==> src/rtl/cgra_sram_stream_master.sv <==
// Burst initiator for one CGRA single-port SRAM bank: turns (op, addr, len) commands into
// per-word requests, streaming write data in and read data out through a 2-entry credit buffer.
module cgra_sram_stream_master #(
    parameter int NumWords  = 1024,
    parameter int AddrWidth = (NumWords <= 1) ? 1 : $clog2(NumWords),
    parameter int BufDepth  = 2
) (
    input  logic                 clk_i,
    input  logic                 rst_i,
    input  logic                 cmd_valid_i,
    output logic                 cmd_ready_o,
    input  logic                 cmd_write_i,
    input  logic [AddrWidth-1:0] cmd_addr_i,
    input  logic [AddrWidth:0]   cmd_len_i,
    input  logic                 wr_valid_i,
    output logic                 wr_ready_o,
    input  logic [31:0]          wr_data_i,
    input  logic [3:0]           wr_be_i,
    output logic                 rd_valid_o,
    input  logic                 rd_ready_i,
    output logic [31:0]          rd_data_o,
    output logic                 busy_o,
    output logic                 done_o,
    output logic                 req_o,
    output logic                 we_o,
    output logic [AddrWidth-1:0] addr_o,
    output logic [31:0]          wdata_o,
    output logic [3:0]           be_o,
    output logic                 set_retentive_no,
    input  logic [31:0]          rdata_i
);

    typedef enum logic [1:0] {
        S_IDLE,
        S_WRITE,
        S_READ,
        S_DONE
    } state_t;

    state_t               r_state;
    logic [AddrWidth-1:0] r_addr;
    logic [AddrWidth:0]   r_remaining;
    logic                 r_inflight;
    logic [31:0]          r_buf [2];
    logic                 r_wrPtr;
    logic                 r_rdPtr;
    logic [1:0]           r_count;

    logic                 w_wrFire;
    logic                 w_rdReq;
    logic                 w_push;
    logic                 w_pop;
    logic [2:0]           w_used;
    logic [AddrWidth-1:0] w_addrNext;

    assign w_wrFire = (r_state == S_WRITE) && wr_valid_i;
    assign w_push   = r_inflight;
    assign w_pop    = (r_count != 2'd0) && rd_ready_i;

    // A word leaving the buffer this cycle frees its slot immediately, so back-to-back
    // reads sustain one word per cycle with only two entries.
    assign w_used  = {1'b0, r_count} + {2'b0, r_inflight} - {2'b0, w_pop};
    assign w_rdReq = (r_state == S_READ) && (r_remaining != '0) && (w_used < 3'(BufDepth));

    assign w_addrNext = (r_addr == AddrWidth'(NumWords - 1)) ? '0 : r_addr + 1'b1;

    assign req_o            = w_wrFire | w_rdReq;
    assign we_o             = w_wrFire;
    assign wr_ready_o       = w_wrFire;
    assign addr_o           = r_addr;
    assign wdata_o          = (r_state == S_WRITE) ? wr_data_i : 32'h0;
    assign be_o             = (r_state == S_WRITE) ? wr_be_i : 4'h0;
    assign cmd_ready_o      = (r_state == S_IDLE);
    assign busy_o           = (r_state != S_IDLE);
    assign done_o           = (r_state == S_DONE);
    assign rd_valid_o       = (r_count != 2'd0);
    assign rd_data_o        = r_buf[r_rdPtr];
    assign set_retentive_no = 1'b1;

    always_ff @(posedge clk_i or posedge rst_i) begin
        if (rst_i) begin
            r_state     <= S_IDLE;
            r_addr      <= '0;
            r_remaining <= '0;
        end else begin
            case (r_state)
                S_IDLE: begin
                    if (cmd_valid_i) begin
                        r_addr      <= cmd_addr_i;
                        r_remaining <= cmd_len_i;
                        if (cmd_len_i == '0)
                            r_state <= S_DONE;
                        else if (cmd_write_i)
                            r_state <= S_WRITE;
                        else
                            r_state <= S_READ;
                    end
                end
                S_WRITE: begin
                    if (w_wrFire) begin
                        r_addr      <= w_addrNext;
                        r_remaining <= r_remaining - 1'b1;
                        if (r_remaining == (AddrWidth + 1)'(1))
                            r_state <= S_DONE;
                    end
                end
                S_READ: begin
                    if (w_rdReq) begin
                        r_addr      <= w_addrNext;
                        r_remaining <= r_remaining - 1'b1;
                    end
                    if ((r_remaining == '0) && !r_inflight && (r_count == 2'd0))
                        r_state <= S_DONE;
                end
                S_DONE: r_state <= S_IDLE;
                default: r_state <= S_IDLE;
            endcase
        end
    end

    // Read data returns one cycle after its request and is always captured; the credit
    // check above guarantees a free slot.
    always_ff @(posedge clk_i or posedge rst_i) begin
        if (rst_i) begin
            r_inflight <= 1'b0;
            r_buf[0]   <= '0;
            r_buf[1]   <= '0;
            r_wrPtr    <= 1'b0;
            r_rdPtr    <= 1'b0;
            r_count    <= 2'd0;
        end else begin
            r_inflight <= w_rdReq;
            if (w_push) begin
                r_buf[r_wrPtr] <= rdata_i;
                r_wrPtr        <= ~r_wrPtr;
            end
            if (w_pop)
                r_rdPtr <= ~r_rdPtr;
            case ({w_push, w_pop})
                2'b10:   r_count <= r_count + 2'd1;
                2'b01:   r_count <= r_count - 2'd1;
                default: r_count <= r_count;
            endcase
        end
    end

endmodule

==> config.mk <==
export PLATFORM = sky130hd
export DESIGN_NAME = cgra_sram_stream_master
export DESIGN_NICKNAME = d
export VERILOG_FILES = /design/src/rtl/cgra_sram_stream_master.sv
export SDC_FILE = /design/constraint.sdc
export NUM_CORES = 1
export LEC_CHECK = 0
export CAP_MARGIN = 20
export CELL_PAD_IN_SITES_DETAIL_PLACEMENT = 1
export CELL_PAD_IN_SITES_GLOBAL_PLACEMENT = 1
export CORE_MARGIN = 2
export CORE_UTILIZATION = 43
export DETAILED_ROUTE_END_ITERATION = 12
export DONT_BUFFER_PORTS = 1
export GPL_ROUTABILITY_DRIVEN = 0
export PLACE_DENSITY_LB_ADDON = 0.3
export SLEW_MARGIN = 20
export SYNTH_ARGS = -nofsm -noshare
export SYNTH_HDL_FRONTEND = slang
export SYNTH_SLANG_ARGS = --single-unit
==> constraint.sdc <==
create_clock -name clk_i -period 2.6 [get_ports clk_i]
set_clock_uncertainty 0.15 [all_clocks]
set_input_delay 0.26 -clock clk_i [delete_from_list [all_inputs] [get_ports clk_i]]
set_output_delay 0.26 -clock clk_i [all_outputs]
set_load 0.1 [all_outputs]
==> results of run 1 <==
## worst max-delay path, delay by kind of cell, from the launching register on
kind                       cells  cell delay, ns
and+or+nand+nor                6            0.83
adders and majority gates      1            0.42
DFF                            1            0.41
buffers and inverters          1            0.16
AOI/OAI and AO/OA              1            0.14
## cell type report
type	count	area, um^2
clock inverter	7	92.6
multi-input combinational	311	2450
clock buffer	9	225
timing repair buffer	154	1320
fill	1168	4330
inverter	11	45.0
sequential	92	2300
tap	140	175
## worst paths after layout
check | to | slack, ns | cells after the start | start
hold / removal | r_remaining[4] | 0.0002 | 2 | cmd_len_i[4]
min in group asynchronous | addr_o[5] | 0.34 | 2 | rst_i
hold reg to reg | r_rdPtr | 0.34 | 1 | r_rdPtr
max in group asynchronous | r_buf[48] | 1.30 | 3 | rst_i
setup reg to reg | r_remaining[7] | -0.05 | 13 | r_count[1]
setup / recovery | req_o | -0.13 | 9 | r_count[1]
## registers in the layout, summed over array words and instances (netlist names)
register	count
r_buf	64
r_remaining	11
addr_o	10
r_count	2
r_state	2
r_inflight	1
r_rdPtr	1
r_wrPtr	1
## per-stage QoR
step / hold slack (ns) / area (um^2)
final: 0.000249 / 6610
after global routing: 0.0240 / 6610
after CTS: 0.00118 / 6560
after detailed placement: 0.118 / 5710
after global placement: 0.124 / 5710
after floorplan: 0.245 / 4860
## cells by family (layout without fill, tap and decap cells)
group	count (synthesis)	count (layout)	share of synthesized area (%)
DFF	92	92	47.5
and+or+nand+nor	120	120	13.8
adders and majority gates	10	10	2.73
muxes	99	99	22.9
other	1	1	0.0773
AOI/OAI and AO/OA	76	76	9.06
xor gates and xnor gates	5	5	0.903
buffers and inverters	37	181	3.04
## layout by cell type (no fill, tap or decap), drive strengths merged, types with 13 or more instances in the layout
cell type,Yosys,final
buf,8,107
mux2,96,96
dfrtp,92,92
dlygate4sd3,0,47
and2,38,38
a21oi,32,32
o21ai,26,26
nand2,19,19
nor2,16,16
inv,11,13
## metal layers
layer	wire length, um	up-vias	global-route usage, %
met5	0	-	0
met4	295	0	7.95
met3	753	29	5.64
met2	7910	105	44.0
met1	5690	1969	27.1
li1	-	1835	-
## what timing repair did
| item | 4_1_cts | 5_1_grt |
|---|---|---|
| pin swaps | 5 | 3 |
| endpoints found under the setup margin | 13 | 17 |
| gates cloned | 0 | 2 |
| buffers inserted | 4 | 2 |
| hold buffers | 47 | 0 |
| gates resized for setup | 9 | 11 |
| endpoints found under the hold margin | 106 | 0 |
==> impl_metrics.csv, run 1 <==
group,metric,value,unit
run_status,outcome,"finished, violations left",
run_status,violations,"setup timing",
finish,antenna_cells,0,
sta,rsz0062_at_grt,"yes",
finish,final_util,60.4,%
sta,finalCritPeriodShare,105,%
flow_run,maxCapViolations,0,
detailed_routing,avgRoutedWirePerCell,20.2,um
clock_network,numCtsBuffers,9,
synthesis,ys_ff_latch,92,
detailed_routing,routed_wl,14700,um
critical_path,crit_type,"reg -> out",
detailed_routing,drtIter0Drc,129,
synthesis,asyncSetResetFlopFracSynth,100,%
clock_network,cts_tree,"done",
global_routing,antenna_found_initial,0,
critical_path,end_kind,"output pin",
sta,fmax,367,MHz
synthesis,seq_area_frac_synth,47.5,%
global_routing,grt_usage,23.9,%
synthesis,syn_nets,545,
finish,nets,684,
die,die-area,0.0121,mm^2
critical_path,critPathRequiredTime,2.19,ns
synthesis,post_synth_num_cell_types,48,
clock_network,ctsRootBufferMaster,"clkbuf_16",
synthesis,synth.area.top_cells,"dfrtp_1 47%, mux2_2 22%, and2_1 4.9%, a21oi_1 3.3%, o21ai_0 2.5%",
synthesis,yosysTopAreaCell,"dfrtp_1",
detailed_routing,vias,3938,
sta,fin_setup_tns,-0.269,ns
min_path,min_path_type,"in -> reg",
clock_network,clockBufferDepth,2,
sta,worst_slew_pin_slew,0.685,ns
synthesis,synthTopCellsByCount,"93 x mux2_2, 92 x dfrtp_1, 38 x and2_1",
synthesis,syn_area_per_cell,11.0,um^2
detailed_routing,via_per_inst,5.44,
detailed_routing,drc,0,
clock_network,htree_levels,3,
sta,drv_slew,0,
die,ioPinCount,181,
critical_path,cp.arrival,2.32,ns
synthesis,syn_area,0.00485,mm^2
synthesis,synth_top_area_share,47.5,%
die,initial_core_util,44.3,%
placement,placed_cells_incl_taps,653,
global_routing,grt_max_degree,49,
synthesis,synthCells,440,
synthesis,ys_warn_count,0,
global_routing,grt_pass1_vias,4249,
sta,hold_violations,0,
finish,layout-drive-gt1-share,39.9,%
clock_network,clk_pin_slew,0.07,ns
placement,port_buffers,0,
die,die_x,110,um
finish,fin_cells,724,
critical_path,worstPathMaxFanout,2,
global_routing,grt_pass1_wl,22200,um
sta,layout_min_cycle_time,2.73,ns
placement,place.detailed.hpwl,9580,um
synthesis,ys.flop_type,"dfrtp_1",
synthesis,synth_edf_count,0,
sta,slew_headroom,54.3,%
critical_path,cp_slowest_cell,"fa_2",
die,core,0.0109,mm^2
detailed_routing,antenna_left,0,
finish,syn_to_final_growth,36.3,%
sta,setup_violations,6,
critical_path,slowest_delay,0.42,ns
global_routing,grt_overflow,0,
sta,fin_ws,-0.127,ns
die,num_rows,38,
critical_path,path_cells,"nand2_2 -> nor2_4 -> a21oi_2 -> nand2b_4 -> fa_2 -> and3_4 -> and2_4 -> or2_4 -> buf_12",
clock_network,clock_latency,0.35,ns
placement,dp_slack,-0.210,ns
detailed_routing,first_pass_iters,4,
die,die_h,110,um
clock_network,clock-sinks,92,
synthesis,synth_most_common_cell,"mux2_2",
critical_path,cp-start-kind,"flop",
Power of run 1 is not shown: default switching activity piles up to over one toggle a cycle in this logic, so the estimate is an artifact.
==> inputs of run 2 (changes only) <==
--- a/config.mk
+++ b/config.mk
@@ -5,11 +5,12 @@
 export SDC_FILE = /design/constraint.sdc
 export NUM_CORES = 1
 export LEC_CHECK = 0
+export ABC_AREA = 1
 export CAP_MARGIN = 20
 export CELL_PAD_IN_SITES_DETAIL_PLACEMENT = 1
 export CELL_PAD_IN_SITES_GLOBAL_PLACEMENT = 1
 export CORE_MARGIN = 2
-export CORE_UTILIZATION = 43
+export CORE_UTILIZATION = 40
 export DETAILED_ROUTE_END_ITERATION = 12
 export DONT_BUFFER_PORTS = 1
 export GPL_ROUTABILITY_DRIVEN = 0
==> run 2 against run 1 <==
Effect of this change:
- the flow finishes with violations (hold timing, setup timing)
- maximum frequency is 1.3% higher
- first-iteration DRC count grew to 2.6 times the previous value
- synthesized area is 6.6% higher
- design area is 16% higher
- die area is 14% higher
- core utilization is 0.35 points higher
- via count is 38% higher
- routed wire length is 26% higher
- critical path type unchanged
==> impl_metrics.csv, run 2 <==
group,metric,value,unit
clock_network,ctsRootBufferMaster,"clkbuf_16",
clock_network,clockBufferDepth,2,
placement,port_buffers,0,
clock_network,clk_pin_slew,0.07,ns
global_routing,grt_max_degree,47,
flow_run,maxCapViolations,0,
critical_path,r2r_end,"r_remaining[3]",
synthesis,synth.area.top_cells,"dfrtp_1 45%, nand2_1 25%, inv_1 7.6%, o21ai_0 6.6%, nand3_1 2.5%",
min_path,min_path_cells,2,
critical_path,slowest_delay,0.59,ns
synthesis,synthMuxAreaShare,0.194,%
synthesis,syn_area,0.00517,mm^2
synthesis,yosysTopAreaCell,"dfrtp_1",
run_status,violations,"hold timing, setup timing",
synthesis,synth_compound_area_share,9.23,%
min_path,hp-start,"rdata_i[5]",
sta,hold_violations,1,
synthesis,post_synth_num_cell_types,34,
synthesis,synthCells,755,
sta,rsz0062_at_grt,"yes",
global_routing,grt_pass1_wl,30300,um
detailed_routing,drtIter0Drc,333,
synthesis,synth_most_common_cell,"nand2_1",
detailed_routing,first_pass_iters,5,
synthesis,ys_warn_count,0,
synthesis,synthSimpleGateAreaFrac,32.0,%
placement,place.detailed.hpwl,12800,um
global_routing,grt_overflow,0,
synthesis,ys.flop_type,"dfrtp_1",
synthesis,ys_ff_latch,92,
min_path,min_path_type,"in -> reg",
sta,layout_min_cycle_time,2.69,ns
critical_path,cp.arrival,2.28,ns
global_routing,antenna_found_initial,0,
die,die_h,118,um
critical_path,rr_worst_depth,14,
critical_path,end_kind,"output pin",
detailed_routing,routed_wl,18400,um
synthesis,syn_nets,860,
finish,largest_reg_flops,64,
finish,antenna_cells,0,
clock_network,cts_tree,"done",
die,num_rows,41,
detailed_routing,via_per_inst,5.17,
die,die-area,0.0138,mm^2
sta,slew_headroom,61.5,%
synthesis,synth_xor_area_share,0.339,%
critical_path,crit_type,"reg -> out",
finish,regMostFlops,"r_buf",
finish,layout-drive-gt1-share,17.2,%
synthesis,synth_edf_count,0,
clock_network,clock-sinks,92,
clock_network,htree_levels,3,
finish,fillers,1527,
finish,fin_area,0.00767,mm^2
finish,final_common_cell,"nand2_1",
synthesis,synth_top_family_by_area,"simple AND/OR/NAND/NOR gates",
detailed_routing,avgRoutedWirePerCell,17.6,um
synthesis,asyncSetResetFlopFracSynth,100,%
global_routing,grt_usage,27.0,%
sta,setup_violations,18,
synthesis,syn_area_per_cell,6.84,um^2
synthesis,synthTopCellsByCount,"341 x nand2_1, 105 x inv_1, 92 x dfrtp_1",
critical_path,path_cells,"inv_2 -> nand2_8 -> nand2_4 -> nor2_4 -> o21ai_2 -> fa_1 -> nand2_1 -> nor3_2 -> nand2_4 -> nand2_8",
die,die_x,118,um
critical_path,critical_path_buf_inv_count,1,
critical_path,worstPathMaxFanout,3,
min_path,min_to,"r_buf[5]",
critical_path,reg2reg_slack,-0.09,ns
synthesis,synth_top_area_share,44.6,%
finish,syn_to_final_growth,48.5,%
die,ioPinCount,181,
sta,worst_slew_pin_slew,0.577,ns
sta,finalCritPeriodShare,104,%
finish,nets,977,
critical_path,crit_family,"simple AND/OR/NAND/NOR gates",
critical_path,cp_slowest_cell,"fa_1",
placement,dpl_cell_area,0.00691,mm^2
sta,fin_ws,-0.0929,ns
finish,final_cell_mix,"334 x nand2_1, 101 x inv_1, 92 x dfrtp_1, 73 x buf_12, 67 x o21ai_0",
sta,fmax,371,MHz
synthesis,synth-adder-area-share,2.57,%
die,core,0.0126,mm^2
critical_path,rr_startpoint,"r_count[0]",
synthesis,seq_area_frac_synth,44.6,%
sta,fin_hold_ws,-0.0141,ns
critical_path,critPathRequiredTime,2.19,ns
clock_network,numCtsBuffers,9,
die,initial_core_util,40.9,%
detailed_routing,drc,0,
detailed_routing,vias,5422,
clock_network,clock_latency,0.33,ns
detailed_routing,antenna_left,0,
sta,drv_slew,0,
run_status,outcome,"finished, violations left",
global_routing,grt_pass1_vias,6038,
critical_path,cp-start-kind,"flop",
[run 2: cell types whose count changed after synthesis, sizes merged, moves of 4 or more]
cell	previous run	this run
nor4	4	0
nand2	19	346
o21ai	26	80
o21bai	0	4
nor3	7	2
nand3	10	26
nand2b	6	0
xnor2	4	0
mux2	96	0
a21oi	32	3
nor2	16	34
and2	38	0
inv	11	109
clkbuf	18	24
[run 2: cell families (layout without fill, tap and decap cells)]
logic type	after synthesis	count (layout)
compound gates	90	90
xor+xnor	2	2
fa+ha+maj	10	10
buf+inv	143	263
flops	92	92
mux	1	1
other cells	1	1
simple gates	416	417
[run 2: final cells by class]
cell class / instances / area [um^2] / area share (%)
Multi-Input combinational cell: 521 / 2410 / 31.5
Sequential cell: 92 / 2300 / 30.0
Timing Repair Buffer: 138 / 2040 / 26.6
Inverter: 110 / 420 / 5.48
Clock buffer: 10 / 239 / 3.11
Tap cell: 172 / 215 / 2.80
Clock inverter: 5 / 37.5 / 0.489
[run 2: how the worst max path moves through the flow]
stage	startpoint	end	cells after the start
after detailed placement	r_count[0]	r_remaining[9]	13
after global placement	r_count[0]	addr_o[6]	13
after global routing	r_count[0]	r_remaining[3]	14
after CTS	r_count[0]	req_o	10
after floorplan	r_state[1]	wr_ready_o	6
final	r_count[0]	req_o	10
[run 2: repair_timing]
action / CTS / global route
endpoints found under the setup margin: 22 / 33
gates resized for setup: 10 / 6
setup buffers: 5 / 1
cloned: 1 / 0
hold endpoints to repair: 84 / 0
pin swaps: 9 / 1
hold buffers: 36 / 0
[run 2: stage by stage]
step                hold WS (ns)  util [%]  setup TNS (ns)  setup slack, ns  instances
finish                   -0.0141      60.8          -0.786          -0.0929       1048
global route             0.00990      60.8           -2.86           -0.181       1048
CTS                      0.00279      60.5          -0.112           -0.112       1047
detailed placement        0.0354      54.7           -2.80           -0.161        990
global placement          0.0280      54.7               0            0.108        990
floorplan                  0.258         -               0          0.00335        755
[run 2: per-layer routing]
layer  wire, um  vias to the layer above  GRT usage [%]
met2      10100                      187           51.5
met1       6910                     2685           29.8
met3        939                       46           5.62
met4        494                        0           8.06
li1           -                     2504              -
met5          0                        -              0
Power of run 2 is left out for the same reason.
